File: config.mk
export PLATFORM = sky130hd
export DESIGN_NAME = rf_mp_sb_flat
export DESIGN_NICKNAME = d
export VERILOG_FILES = /design/src/rtl/rf_mp_sb_if.sv /design/src/rtl/rf_mp_sb.sv /design/src/flat_wrapper.sv
export SDC_FILE = /design/constraint.sdc
export NUM_CORES = 1
export LEC_CHECK = 0
export BUFFER_PORTS_ARGS = -buffer_cell sky130_fd_sc_hd__buf_4
export CORE_MARGIN = 4
export CORE_UTILIZATION = 30
export DETAILED_ROUTE_END_ITERATION = 8
export GPL_TIMING_DRIVEN = 0
export PLACE_DENSITY_LB_ADDON = 0.1
export RECOVER_POWER = 25
export SYNTH_ARGS = -nofsm -noshare
export SYNTH_HDL_FRONTEND = slang
export SYNTH_SLANG_ARGS = --single-unit
File: constraint.sdc
create_clock -name clk -period 5.7 [get_ports clk]
set_clock_uncertainty 0.2 [all_clocks]
set_input_delay 0.285 -clock clk [delete_from_list [all_inputs] [get_ports clk]]
set_output_delay 0.285 -clock clk [all_outputs]
set_load 0.02 [all_outputs]
File: src/rtl/rf_mp_sb_if.sv
`default_nettype none
// ============================================================================
//  Module      : rf_mp_sb_if
//  Description : Bus bundle for the multi-read-port register file with
//                pending-write scoreboard. The master drives write, read
//                address, reservation and clear requests; the slave returns
//                registered read data, pending flags and the sweep busy flag.
//  Revision    : 1.0 - initial release
// ============================================================================
interface rf_mp_sb_if #(
    parameter int DATA_W = 16,
    parameter int ADDR_W = 4,
    parameter int NUM_RD = 2
);
    logic                       we;
    logic [ADDR_W-1:0]          w_addr;
    logic [DATA_W-1:0]          wdata;
    logic [NUM_RD*ADDR_W-1:0]   r_addr;
    logic [NUM_RD*DATA_W-1:0]   rdata;
    logic [NUM_RD-1:0]          r_pend;
    logic                       rsv_en;
    logic [ADDR_W-1:0]          rsv_addr;
    logic                       clr_req;
    logic                       clr_busy;

    // Decode/writeback side
    modport master (
        output we, w_addr, wdata, r_addr, rsv_en, rsv_addr, clr_req,
        input  rdata, r_pend, clr_busy
    );

    // Register file side
    modport slave (
        input  we, w_addr, wdata, r_addr, rsv_en, rsv_addr, clr_req,
        output rdata, r_pend, clr_busy
    );
endinterface
`default_nettype wire

File: src/rtl/rf_mp_sb.sv
`default_nettype none
// ============================================================================
//  Module      : rf_mp_sb
//  Description : Parametrised NUM_RD-read / 1-write register file with a
//                per-register pending-write scoreboard and a hardware clear
//                sweeper. Register 0 reads as zero and is never written.
//                Optional same-cycle write-to-read forwarding (BYPASS).
//  Revision    : 1.0 - initial release
// ============================================================================
module rf_mp_sb #(
    parameter int DATA_W = 16,
    parameter int ADDR_W = 4,
    parameter int NUM_RD = 2,
    parameter int BYPASS = 1
) (
    input  wire logic     clk,
    input  wire logic     rst_n,
    rf_mp_sb_if.slave     bus
);

    localparam int                c_depth     = 1 << ADDR_W;
    localparam logic [ADDR_W-1:0] c_first_ptr = ADDR_W'(1);
    localparam logic [ADDR_W-1:0] c_last_ptr  = ADDR_W'(c_depth - 1);

    typedef enum logic [0:0] {
        S_IDLE  = 1'b0,
        S_CLEAR = 1'b1
    } state_t;

    state_t                     r_state;
    state_t                     w_state_nxt;
    logic [ADDR_W-1:0]          r_ptr;

    // Entry 0 is never written; every read of address 0 is forced to zero.
    logic [DATA_W-1:0]          r_mem [c_depth];
    logic [c_depth-1:0]         r_pend_vec;

    logic [NUM_RD*DATA_W-1:0]   r_rdata;
    logic [NUM_RD-1:0]          r_rpend;
    logic [NUM_RD*DATA_W-1:0]   w_rdata_nxt;
    logic [NUM_RD-1:0]          w_rpend_nxt;

    logic [ADDR_W-1:0]          w_ra [NUM_RD];

    logic                       w_idle;
    logic                       w_wr_en;
    logic                       w_rsv_en;
    logic                       w_clr_start;

    // Writes, reservations and clear requests only act while idle;
    // address 0 is dropped on both the write and reserve paths.
    assign w_idle      = (r_state == S_IDLE);
    assign w_wr_en     = w_idle && bus.we     && (bus.w_addr   != '0);
    assign w_rsv_en    = w_idle && bus.rsv_en && (bus.rsv_addr != '0);
    assign w_clr_start = w_idle && bus.clr_req;

    // Split the flat read-address bus into one address per port
    genvar g;
    generate
        for (g = 0; g < NUM_RD; g++) begin : g_rd_addr
            assign w_ra[g] = bus.r_addr[g*ADDR_W +: ADDR_W];
        end
    endgenerate

    // State register; reset parks the FSM in the sweep
    always_ff @(posedge clk) begin
        if (!rst_n) begin
            r_state <= S_CLEAR;
        end else begin
            r_state <= w_state_nxt;
        end
    end

    // Next-state: sweep ends after writing the last entry, clear_req restarts it
    always_comb begin
        w_state_nxt = r_state;
        case (r_state)
            S_CLEAR: begin
                if (r_ptr == c_last_ptr) begin
                    w_state_nxt = S_IDLE;
                end
            end
            S_IDLE: begin
                if (bus.clr_req) begin
                    w_state_nxt = S_CLEAR;
                end
            end
            default: w_state_nxt = S_CLEAR;
        endcase
    end

    // Sweep pointer: starts at 1 (entry 0 needs no clearing), stops at DEPTH-1
    always_ff @(posedge clk) begin
        if (!rst_n) begin
            r_ptr <= c_first_ptr;
        end else if (r_state == S_CLEAR) begin
            if (r_ptr != c_last_ptr) begin
                r_ptr <= r_ptr + c_first_ptr;
            end
        end else if (w_clr_start) begin
            r_ptr <= c_first_ptr;
        end
    end

    // Storage array: zeroed one entry per cycle by the sweep, else written back
    always_ff @(posedge clk) begin
        if (rst_n) begin
            if (r_state == S_CLEAR) begin
                r_mem[r_ptr] <= '0;
            end else if (w_wr_en) begin
                r_mem[bus.w_addr] <= bus.wdata;
            end
        end
    end

    // Scoreboard: writeback clears, issue sets; a same-cycle set wins because
    // it belongs to a younger instruction. A clear request wipes everything.
    always_ff @(posedge clk) begin
        if (!rst_n) begin
            r_pend_vec <= '0;
        end else if (w_clr_start) begin
            r_pend_vec <= '0;
        end else begin
            if (w_wr_en) begin
                r_pend_vec[bus.w_addr] <= 1'b0;
            end
            if (w_rsv_en) begin
                r_pend_vec[bus.rsv_addr] <= 1'b1;
            end
        end
    end

    // Per-port read mux: zero register, optional forwarding, then stored state
    always_comb begin
        w_rdata_nxt = '0;
        w_rpend_nxt = '0;
        if (w_idle) begin
            for (int i = 0; i < NUM_RD; i++) begin
                if (w_ra[i] == '0) begin
                    w_rdata_nxt[i*DATA_W +: DATA_W] = '0;
                    w_rpend_nxt[i]                  = 1'b0;
                end else if ((BYPASS != 0) && w_wr_en && (bus.w_addr == w_ra[i])) begin
                    w_rdata_nxt[i*DATA_W +: DATA_W] = bus.wdata;
                    w_rpend_nxt[i]                  = 1'b0;
                end else begin
                    w_rdata_nxt[i*DATA_W +: DATA_W] = r_mem[w_ra[i]];
                    w_rpend_nxt[i]                  = r_pend_vec[w_ra[i]];
                end
            end
        end
    end

    // Registered read outputs (forced to zero while sweeping via the mux)
    always_ff @(posedge clk) begin
        if (!rst_n) begin
            r_rdata <= '0;
            r_rpend <= '0;
        end else begin
            r_rdata <= w_rdata_nxt;
            r_rpend <= w_rpend_nxt;
        end
    end

    assign bus.rdata    = r_rdata;
    assign bus.r_pend   = r_rpend;
    assign bus.clr_busy = (r_state == S_CLEAR);

endmodule
`default_nettype wire

File: src/flat_wrapper.sv
// flat-port wrapper written by rule: the top's interface ports become plain ports
module rf_mp_sb_flat 
#(
    parameter int DATA_W = 16,
    parameter int ADDR_W = 4,
    parameter int NUM_RD = 2,
    parameter int BYPASS = 1
)
  (clk, rst_n, bus_we, bus_w_addr, bus_wdata, bus_r_addr, bus_rsv_en, bus_rsv_addr, bus_clr_req, bus_rdata, bus_r_pend, bus_clr_busy);
  rf_mp_sb_if #(.DATA_W(DATA_W), .ADDR_W(ADDR_W), .NUM_RD(NUM_RD)) bus_i ();
  input  wire logic clk;
  input  wire logic rst_n;
  input wire logic [$bits(bus_i.we)-1:0] bus_we;
  input wire logic [$bits(bus_i.w_addr)-1:0] bus_w_addr;
  input wire logic [$bits(bus_i.wdata)-1:0] bus_wdata;
  input wire logic [$bits(bus_i.r_addr)-1:0] bus_r_addr;
  input wire logic [$bits(bus_i.rsv_en)-1:0] bus_rsv_en;
  input wire logic [$bits(bus_i.rsv_addr)-1:0] bus_rsv_addr;
  input wire logic [$bits(bus_i.clr_req)-1:0] bus_clr_req;
  output wire logic [$bits(bus_i.rdata)-1:0] bus_rdata;
  output wire logic [$bits(bus_i.r_pend)-1:0] bus_r_pend;
  output wire logic [$bits(bus_i.clr_busy)-1:0] bus_clr_busy;
  assign bus_i.we = bus_we;
  assign bus_i.w_addr = bus_w_addr;
  assign bus_i.wdata = bus_wdata;
  assign bus_i.r_addr = bus_r_addr;
  assign bus_i.rsv_en = bus_rsv_en;
  assign bus_i.rsv_addr = bus_rsv_addr;
  assign bus_i.clr_req = bus_clr_req;
  assign bus_rdata = bus_i.rdata;
  assign bus_r_pend = bus_i.r_pend;
  assign bus_clr_busy = bus_i.clr_busy;
  rf_mp_sb #(.DATA_W(DATA_W), .ADDR_W(ADDR_W), .NUM_RD(NUM_RD), .BYPASS(BYPASS)) u_core (.clk(clk), .rst_n(rst_n), .bus(bus_i));
endmodule
==> reports/metrics.cfg, run 1 <==
[run_status]
status=finished clean

[die]
fp.dieH_um=228
rows=80
die_x_um=228
dieArea_mm2=0.0518
coreArea_mm2=0.0477
start_util_pct=30.3
ios=72

[drt]
viasPerCell=5.34
route.detailed.drc=0
post_drt_wl_per_cell_um=28.8
antenna_left=0
routed_wl_mm=46.9
drtPass1Iterations=5
vias=8714
drt-initial-drc-count=788

[clock_tree]
path_clk_slew_ns=0.06
cts_sinks=311
clk_latency_ns=0.55
h-tree-depth=2
cts_made_buffers=38
cts-root-buf=clkbuf_16
cts_tree=done
cts_resized=0
clockBufferDepth=3

[timing]
worst_slew_pin_slew_ns=1.25
fin_setup_tns_ns=0
finalHoldViolations=0
fin_crit_ns=3.94
fmax_mhz=254
min_period_over_period_pct=69.1
slew_violations=0
slew_headroom_pct=17.0
rsz0062_at_grt=no
setup_violations=0

[layout]
seq_area_mm2=0.00879
layout-drive-gt1-share_pct=26.5
diodes=0
fill_cells=4524
nNetsFinal=1026
multi_input_area_mm2=0.00537
area_growth_pct=18.5
fin_util_pct=35.9

[synthesis]
synth-simple-area-share_pct=6.00
yosys.area_share.xor_xnor_pct=1.03
syn_nets=903
synth_area_mm2=0.0145
muxShareOfSynthArea_pct=24.0
synthAdderAreaFrac_pct=0.0864
synth_top_family_by_area=multiplexers
synth_compound_area_share_pct=6.06
seq_area_frac_synth_pct=60.7
ys_ff_latch=311
netlist_instances=865
ys_warn_count=0
postSynthAreaPerCell_um2=16.7
yosysUniqueCellTypes=46

[worst_setup_path]
worst_setup_path_end_kind=flip-flop
cp_slowest_stage_delay_ns=0.86
crit_type=flip-flop to flip-flop
crit_fanout=12
cp_top_family=simple AND/OR/NAND/NOR gates
rrSetupSlack_ns=1.76
arrival_ns=3.90
cp.buffers_inverters=2
start_kind=flip-flop
crit_top_cell=clkbuf_1
crit_chain=clkbuf_1 > nand3b_1 > a211oi_1 > nand2b_1 > nor2_1 > clkbuf_1
crit_slowest_cell=clkbuf_1
critPathRequiredTime_ns=5.66

[global_routing]
grt.met1_usage_pct=24.9
grt_pass1_vias=9114
grt_busiest_layer=met2
grt-ovfl-total=0
use_met3_pct=3.97
grt_pass1_wl_mm=66.8
grt_max_degree=19
antenna_found_initial=1
grt_use_met2_pct=29.6
grt_usage_pct=18.3

[pwr]
power-per-cell-area_mw_per_mm2=315
ir_drop_mv=0.161
p_leak_uw=0.00517

[run]
cap_violations=0

[placement]
io_buffers=60
dpl.hpwl_mm=32.5
gp_congestion=0.800

[min_path]
hold_class=input pin to flip-flop

[path summary, 6_finish.rpt]
kind | endpoint | cells after the start | from
worst min register to register | u_core.r_pend_vec[1] | 2 | u_core.r_pend_vec[1]
worst max register to register | u_core.r_mem[14][13] | 6 | u_core.bus.clr_busy
worst min-delay path | u_core.r_pend_vec[13] | 5 | bus_rsv_en
worst max-delay path | u_core.r_mem[14][13] | 6 | u_core.bus.clr_busy
[metal layers]
metal  vias up  routed length, um
met2       283              22100
met3        75               2910
met4         0               1380
li1       3784                  -
met1      4572              20500
met5         -                  0
[repair_timing]
action	in CTS	in global routing
hold buffers	8	0
buffers inserted	0	0
endpoints found under the hold margin	17	0
[worst min-delay path: stages]
cell	delay, ns
buf_4	0.11
nand2_1	0.16
nor2_1	0.11
nand2_1	0.06
a21oi_1	0.05
[layout by cell type, fill, tap and decap left out, drive strengths merged, types with 6 or more instances in the layout]
cell type      n
dlygate4sd3    8
o21ai         20
a21boi        16
nand2b         6
nor2          27
buf           63
a21oi         18
mux4         138
dfxtp         55
and3          19
nor2b         10
clkbuf       135
mux2i         17
edfxtp       256
nand2         75
mux2          15
xnor2         12
a22oi         65
clkinv        10
[logic make-up after synthesis]
logic type | Yosys count
flip-flops | 311
AND/OR/NAND/NOR | 172
multiplexers | 170
AO/OA/AOI/OAI | 125
buffers and inverters | 69
XOR/XNOR | 17
adder cells (fa/ha/maj) | 1
[registers in the layout (all words and copies together), names as in the netlist]
name and flops:
u_core.r_mem 256, u_core.r_pend_vec 16, u_core.bus.r_pend 2, u_core.r_ptr 4
u_core.bus.rdata 32, u_core.bus.clr_busy 1
[synth_stat cells, drive strengths merged]
master	n	area share (%)
nand3b	5	0.35
a211o	1	0.060
nand4	2	0.086
mux2	15	1.4
or3	2	0.086
a32oi	1	0.060
a21oi	18	0.62
edfxtp	256	53
a211oi	3	0.36
xor2	5	0.30
mux2i	17	1.2
a21boi	16	0.83
nor4b	3	0.18
nor3	3	0.10
nor2b	10	0.43
buf	27	1.0
xnor2	12	0.73
nor4	2	0.19
or2b	1	0.052
dfxtp	55	7.6
mux4	138	21
clkbuf	41	1.1
nor3b	2	0.10
nand2b	6	0.26
and2	3	0.13
nand3	5	0.17
nor2	27	0.70
and3	19	0.82
inv	1	0.026
or4	1	0.052
a22oi	65	3.4
and4b	3	0.21
nand2	75	1.9
o21ai	20	0.69
ha	1	0.086
or2	3	0.13
o32ai	1	0.060
[stage by stage]
| step | hold slack (ns) | cell area (um^2) | std cells | worst slack, ns | power [uW] |
|---|---|---|---|---|---|
| 3_3_place_gp | 0.279 | 15700 | 1540 | 1.54 | 2940 |
| 5_1_grt | 0.126 | 17200 | 1632 | 1.44 | 5590 |
| 6_report | 0.0694 | 17200 | 1632 | 1.76 | 5400 |
| 4_1_cts | 0.0558 | 17400 | 1632 | 2.20 | 5470 |
| 3_5_place_dp | 0.283 | 16000 | 1555 | 1.92 | 2960 |
| 2_1_floorplan | 0.233 | 14500 | 865 | 2.97 | 2790 |
[power by group]
| group | internal (uW) | total, uW | switching [uW] | leakage [uW] |
|---|---|---|---|---|
| Sequential | 2470 | 2490 | 17.7 | 0.00252 |
| Clock | 1530 | 2490 | 967 | 0.000638 |
| Combinational | 171 | 416 | 245 | 0.00201 |
| Total | 4170 | 5400 | 1230 | 0.00517 |
[cell type report]
type	instances	area share [%]
Sequential cell	311	51.2
Clock buffer	55	6.86
Tap cell	615	4.48
Clock inverter	14	0.693
Inverter	1	0.0219
Multi-Input combinational cell	485	31.3
Buffer	68	1.71
Timing Repair Buffer	83	3.73
No activity file was read; power rests on OpenSTA's default activity.
==> run 2, diff against run 1 <==
Clock period 5.7 ns to 4.09 ns, I/O delays scaled along.
==> run 2 against run 1 <==
Effect of this change: register-to-register slack lost 1.4 ns; via count is 0.20% higher; worst hold slack lost 0.018 ns; sequential power up 39%; die area is the same; clock power rose by 39%; design area grew 0.24%; global-route usage hardly changed; sequential share of layout area decreased by 0.12 points; highest routed layer unchanged.
==> reports/metrics.cfg, run 2 (synthesis results as in run 1) <==
[timing]
slew_headroom_pct=16.9
rsz0062_at_grt=no
min_period_over_period_pct=90.9
finalHoldViolations=0
setup_violations=0
worst_slew_pin_slew_ns=1.25
slew_violations=0
fin_crit_ns=3.72
hold_slack_ns=0.0514
fin_setup_tns_ns=0
fmax_mhz=269

[clock_tree]
cts-root-buf=clkbuf_16
path_clk_slew_ns=0.06
post_cts_buffers=0
clk_latency_ns=0.55
cts_made_buffers=38
cts_tree=done
h-tree-depth=2
clockBufferDepth=3
cts_sinks=311

[drt]
viasPerCell=5.34
drtPass1Iterations=5
vias=8731
post_drt_wl_per_cell_um=28.7
route.detailed.drc=0
antenna_left=0
drt-initial-drc-count=812
routed_wl_mm=47.0

[pwr]
internal-power_uw=5820
p_comb_share_pct=7.7
switchingPower_uw=1710
seq_power_share_pct=46.1
sw_frac_of_total_pct=22.8
power-per-cell-area_mw_per_mm2=438
p_leak_uw=0.00520
clockPowerShare_pct=46.1
ir_drop_mv=0.222

[placement]
gp_congestion=0.800
io_buffers=60
dpl.hpwl_mm=32.5

[die]
dieArea_mm2=0.0518
ios=72
rows=80
start_util_pct=30.3
fp.dieH_um=228
die_x_um=228
coreArea_mm2=0.0477

[layout]
nNetsFinal=1028
fill_cells=4519
area_growth_pct=18.8
largest_reg_flops=256
top_register=u_core.r_mem
final_common_cell=edfxtp_1
fin_util_pct=36.0
layout-drive-gt1-share_pct=26.6
final_cell_mix=edfxtp_1, mux4_2, clkbuf_1, nand2_1, a22oi_1

[worst_setup_path]
r2r_start=u_core.bus.clr_busy
reg2reg_depth=6
rrSetupSlack_ns=0.37
critPathRequiredTime_ns=4.06
worst_setup_path_end_kind=flip-flop
r2r_end=u_core.r_mem[13][0]
arrival_ns=3.69
crit_fanout=12
start_kind=flip-flop
crit_type=flip-flop to flip-flop

[global_routing]
grt_usage_pct=18.3
grt_pass1_wl_mm=66.7
grt_max_degree=19
grt-ovfl-total=0
grt_pass1_vias=9112
antenna_found_initial=1

[min_path]
hold_depth=4
hold_class=input pin to flip-flop
min_to=u_core.r_pend_vec[15]
min_from=bus_w_addr[0]

[run_status]
status=finished clean

[run]
cap_violations=0

==> run 2: cell types whose count changed in the layout (fill, tap and decap cells not counted), sizes merged <==
cell | before | now
dlygate4sd3 | 8 | 10
clkbuf | 135 | 134
diode | 0 | 2
dlymetal6s2s | 0 | 1
==> run 2: cell type report <==
cell class / count / area, um^2 / share of cell area (%)
flip-flops and latches: 311 / 8790 / 51.1
inverters: 1 / 3.75 / 0.0218
clock inverters: 14 / 119 / 0.691
diodes: 2 / 5.00 / 0.0291
repair buffers: 85 / 671 / 3.90
multi-input cells: 485 / 5370 / 31.2
clock buffers: 55 / 1180 / 6.84
plain buffers: 68 / 299 / 1.74
well taps: 615 / 769 / 4.47
==> run 2: worst max-delay path: stages (launching register included) <==
cell and delay (ns):
dfxtp_1 0.34, buf_6 0.15, nand3b_1 0.25, a211oi_1 0.80, or2b_1 0.38, nor2_1 0.44
dlymetal6s2s_1 0.77
==> run 2: how the worst max path moves through the flow <==
| stage | startpoint | endpoint | slack, ns | cells past startpoint |
|---|---|---|---|---|
| after floorplan | u_core.bus.clr_busy | u_core.r_mem[0][0] | 1.36 | 5 |
| after global placement | rst_n | u_core.r_mem[5][0] | 0.008 | 6 |
| after detailed placement | bus_r_addr[5] | u_core.bus.rdata[27] | 0.39 | 8 |
| after CTS | u_core.bus.clr_busy | u_core.bus.rdata[27] | 0.59 | 7 |
| after global routing | u_core.bus.clr_busy | u_core.r_mem[13][5] | 0.16 | 6 |
| final | u_core.bus.clr_busy | u_core.r_mem[13][0] | 0.37 | 6 |
==> run 2: per-layer routing <==
layer / share of wire [%] / vias up / wire, um / GRT usage, %
met4: 2.8 / 0 / 1340 / 5.54
met1: 44 / 4581 / 20700 / 24.9
li1: - / 3794 / - / -
met2: 47 / 285 / 22200 / 29.6
met5: 0 / - / 0 / 0
met3: 6.0 / 71 / 2800 / 3.97
==> run 2: per-stage QoR <==
stage / total power [uW] / instance area [um^2] / std cells / setup WS, ns
2_1_floorplan: 3890 / 14500 / 865 / 1.36
3_3_place_gp: 4100 / 15700 / 1540 / 0.00801
3_5_place_dp: 4130 / 16000 / 1555 / 0.394
4_1_cts: 7630 / 17400 / 1634 / 0.592
5_1_grt: 7800 / 17200 / 1634 / 0.163
6_report: 7530 / 17200 / 1636 / 0.372
==> run 2: what timing repair did <==
item | 4_1_cts | 5_1_grt
hold endpoints to repair | 18 | 0
resized for setup | 0 | 0
hold buffers | 10 | 0
endpoints found under the setup margin | 0 | 0
==> run 2: power groups by stage <==
stage,sequential (uW),combinational (uW),clock (uW)
detailed placement,3540,585,0
global placement,3540,561,0
floorplan,3530,357,0
finish,3470,581,3470
global route,3480,614,3700
CTS,3470,592,3560
==> run 3, diff against run 2 <==
Settings changed: CORE_ASPECT_RATIO set to 1.4, CTS_BUF_LIST set to sky130_fd_sc_hd__clkbuf_4 sky130_fd_sc_hd__clkbuf_8.
Clock period 4.09 ns to 3.5 ns, I/O delays scaled along.
==> run 3 against run 2 <==
Effect of this change: flip-flop and latch count stayed put; fmax is 12% higher; wire length is 0.53% higher; setup slack worse by 0.20 ns; combinational power is 18% higher; worst hold slack better by 0.0033 ns; critical path depth is 1 higher; count of clock-buffer cells in the layout is 20 higher; die area hardly changed; final cell count is 2.9% higher; sequential power is 17% higher; critical endpoint is now u_core.bus.rdata[23]; largest cell class unchanged; largest power group unchanged; highest routed layer unchanged.
==> reports/metrics.cfg, run 3 (synthesis results as in run 1) <==
[timing]
rsz0062_at_grt=no
min_period_over_period_pct=95.0
worst_slew_pin_slew_ns=1.19
slew_headroom_pct=20.8
slew_violations=0
setup_violations=0
fin_crit_ns=3.33
finalHoldViolations=0
fmax_mhz=301

[layout]
final_cell_mix=edfxtp_1, mux4_2, clkbuf_1, nand2_1, a22oi_1
fin_util_pct=35.6
multi_input_area_mm2=0.00539
top_register=u_core.r_mem
layout-drive-gt1-share_pct=28.9
largest_reg_flops=256
fin_area_mm2=0.0170
nNetsFinal=1050
final_common_cell=edfxtp_1
fill_cells=4559
area_growth_pct=17.7
seq_area_mm2=0.00879

[run_status]
status=finished clean

[clock_tree]
h-tree-depth=2
clockBufferDepth=3
path_clk_slew_ns=0.07
cts_tree=done
clk_latency_ns=0.60
cts-root-buf=clkbuf_8
cts_made_buffers=52
post_cts_buffers=0
cts_sinks=311

[worst_setup_path]
worst_setup_path_end_kind=flip-flop
crit_fanout=10
cp_top_family=simple AND/OR/NAND/NOR gates
cp.buffers_inverters=2
start_kind=flip-flop
critPathRequiredTime_ns=3.77
cp_slowest_stage_delay_ns=0.70
arrival_ns=3.59
crit_type=flip-flop to flip-flop
crit_slowest_cell=nor4_4
crit_chain=buf_6 > nand3b_1 > a211oi_2 > xnor2_1 > nor4_4 > buf_4 > mux2i_1

[drt]
post_drt_wl_per_cell_um=28.1
routed_wl_mm=47.3
drt-initial-drc-count=658
vias=8791
viasPerCell=5.22
route.detailed.drc=0
antenna_left=0
drtPass1Iterations=5

[global_routing]
use_met3_pct=3.35
grt_pass1_wl_mm=67.5
antenna_found_initial=2
grt-ovfl-total=0
grt_max_degree=19
grt_usage_pct=18.1
grt.met1_usage_pct=21.8
grt_busiest_layer=met2
grt_use_met2_pct=32.1
grt_pass1_vias=9517

[die]
dieArea_mm2=0.0519
ios=72
start_util_pct=30.2
fp.dieH_um=268
die_x_um=194
coreArea_mm2=0.0479
rows=95

[pwr]
p_leak_uw=0.00515
power-per-cell-area_mw_per_mm2=464
power_uw=7920
ir_drop_mv=0.221

[placement]
io_buffers=60
dpl.hpwl_mm=33.1
place_area_mm2=0.0160
gp_congestion=0.771

[run]
cap_violations=0

[min_path]
hold_class=input pin to flip-flop

[run 3: cell types whose count changed in the layout (fill, tap and decap cells not counted), sizes merged]
cell,previous run,this run
dlygate4sd3,10,17
clkinvlp,1,2
buf,63,67
diode,2,1
dlymetal6s2s,1,0
bufinv,2,0
inv,2,1
clkinv,10,18
clkbuf,134,152
[run 3: final cells by class]
cell class                      count  share of cell area, %
Tap cell                          630                   4.62
Inverter                            1                 0.0220
Sequential cell                   311                   51.6
Multi-Input combinational cell    485                   31.6
Clock inverter                     20                  0.528
Timing Repair Buffer               93                   4.55
Clock buffer                       75                   5.36
Antenna cell                        1                 0.0147
Buffer                             68                   1.75
[run 3: per-layer routing]
layer | part of all wire, % | vias to the layer above
met5 | 0 | -
met4 | 3.9 | 0
met3 | 5.0 | 79
met2 | 51 | 296
met1 | 40 | 4583
li1 | - | 3833
[run 3: report_power, final]
group	internal, uW	total [uW]	switching (uW)
logic	282	685	402
clock network	1670	3170	1500
registers	4030	4060	30.4
total	5980	7920	1930
[run 3: final timing paths]
check / from / endpoint / slack, ns / cells past startpoint
max: u_core.bus.clr_busy / u_core.bus.rdata[23] / 0.17 / 7
min: bus_we / u_core.bus.r_pend[0] / 0.05 / 5
max reg2reg: u_core.bus.clr_busy / u_core.bus.rdata[23] / 0.17 / 7
min reg2reg: u_core.r_pend_vec[2] / u_core.r_pend_vec[2] / 0.29 / 2
[run 3: worst register-to-register path, stage by stage, from the launching register on]
cell and delay [ns]:
dfxtp_1 0.33, buf_6 0.14, nand3b_1 0.30, a211oi_2 0.60, xnor2_1 0.20, nor4_4 0.70, buf_4 0.36, mux2i_1 0.38
[run 3: through the flow]
step                hold slack (ns)  TNS [ns]  cells  setup WS, ns
CTS                         0.00354         0   1683         0.174
global placement              0.280    -31.19   1555        -0.299
finish                       0.0548         0   1684         0.174
global route                 0.0456         0   1684       0.00303
detailed placement            0.280     -1.49   1571        -0.159
floorplan                     0.123         0    865         0.767
[run 3: repair_timing]
| item | in CTS | in global routing |
|---|---|---|
| gates resized for setup | 0 | 2 |
| hold endpoints to repair | 21 | 0 |
| hold buffers | 17 | 0 |
| setup endpoints to repair | 0 | 3 |
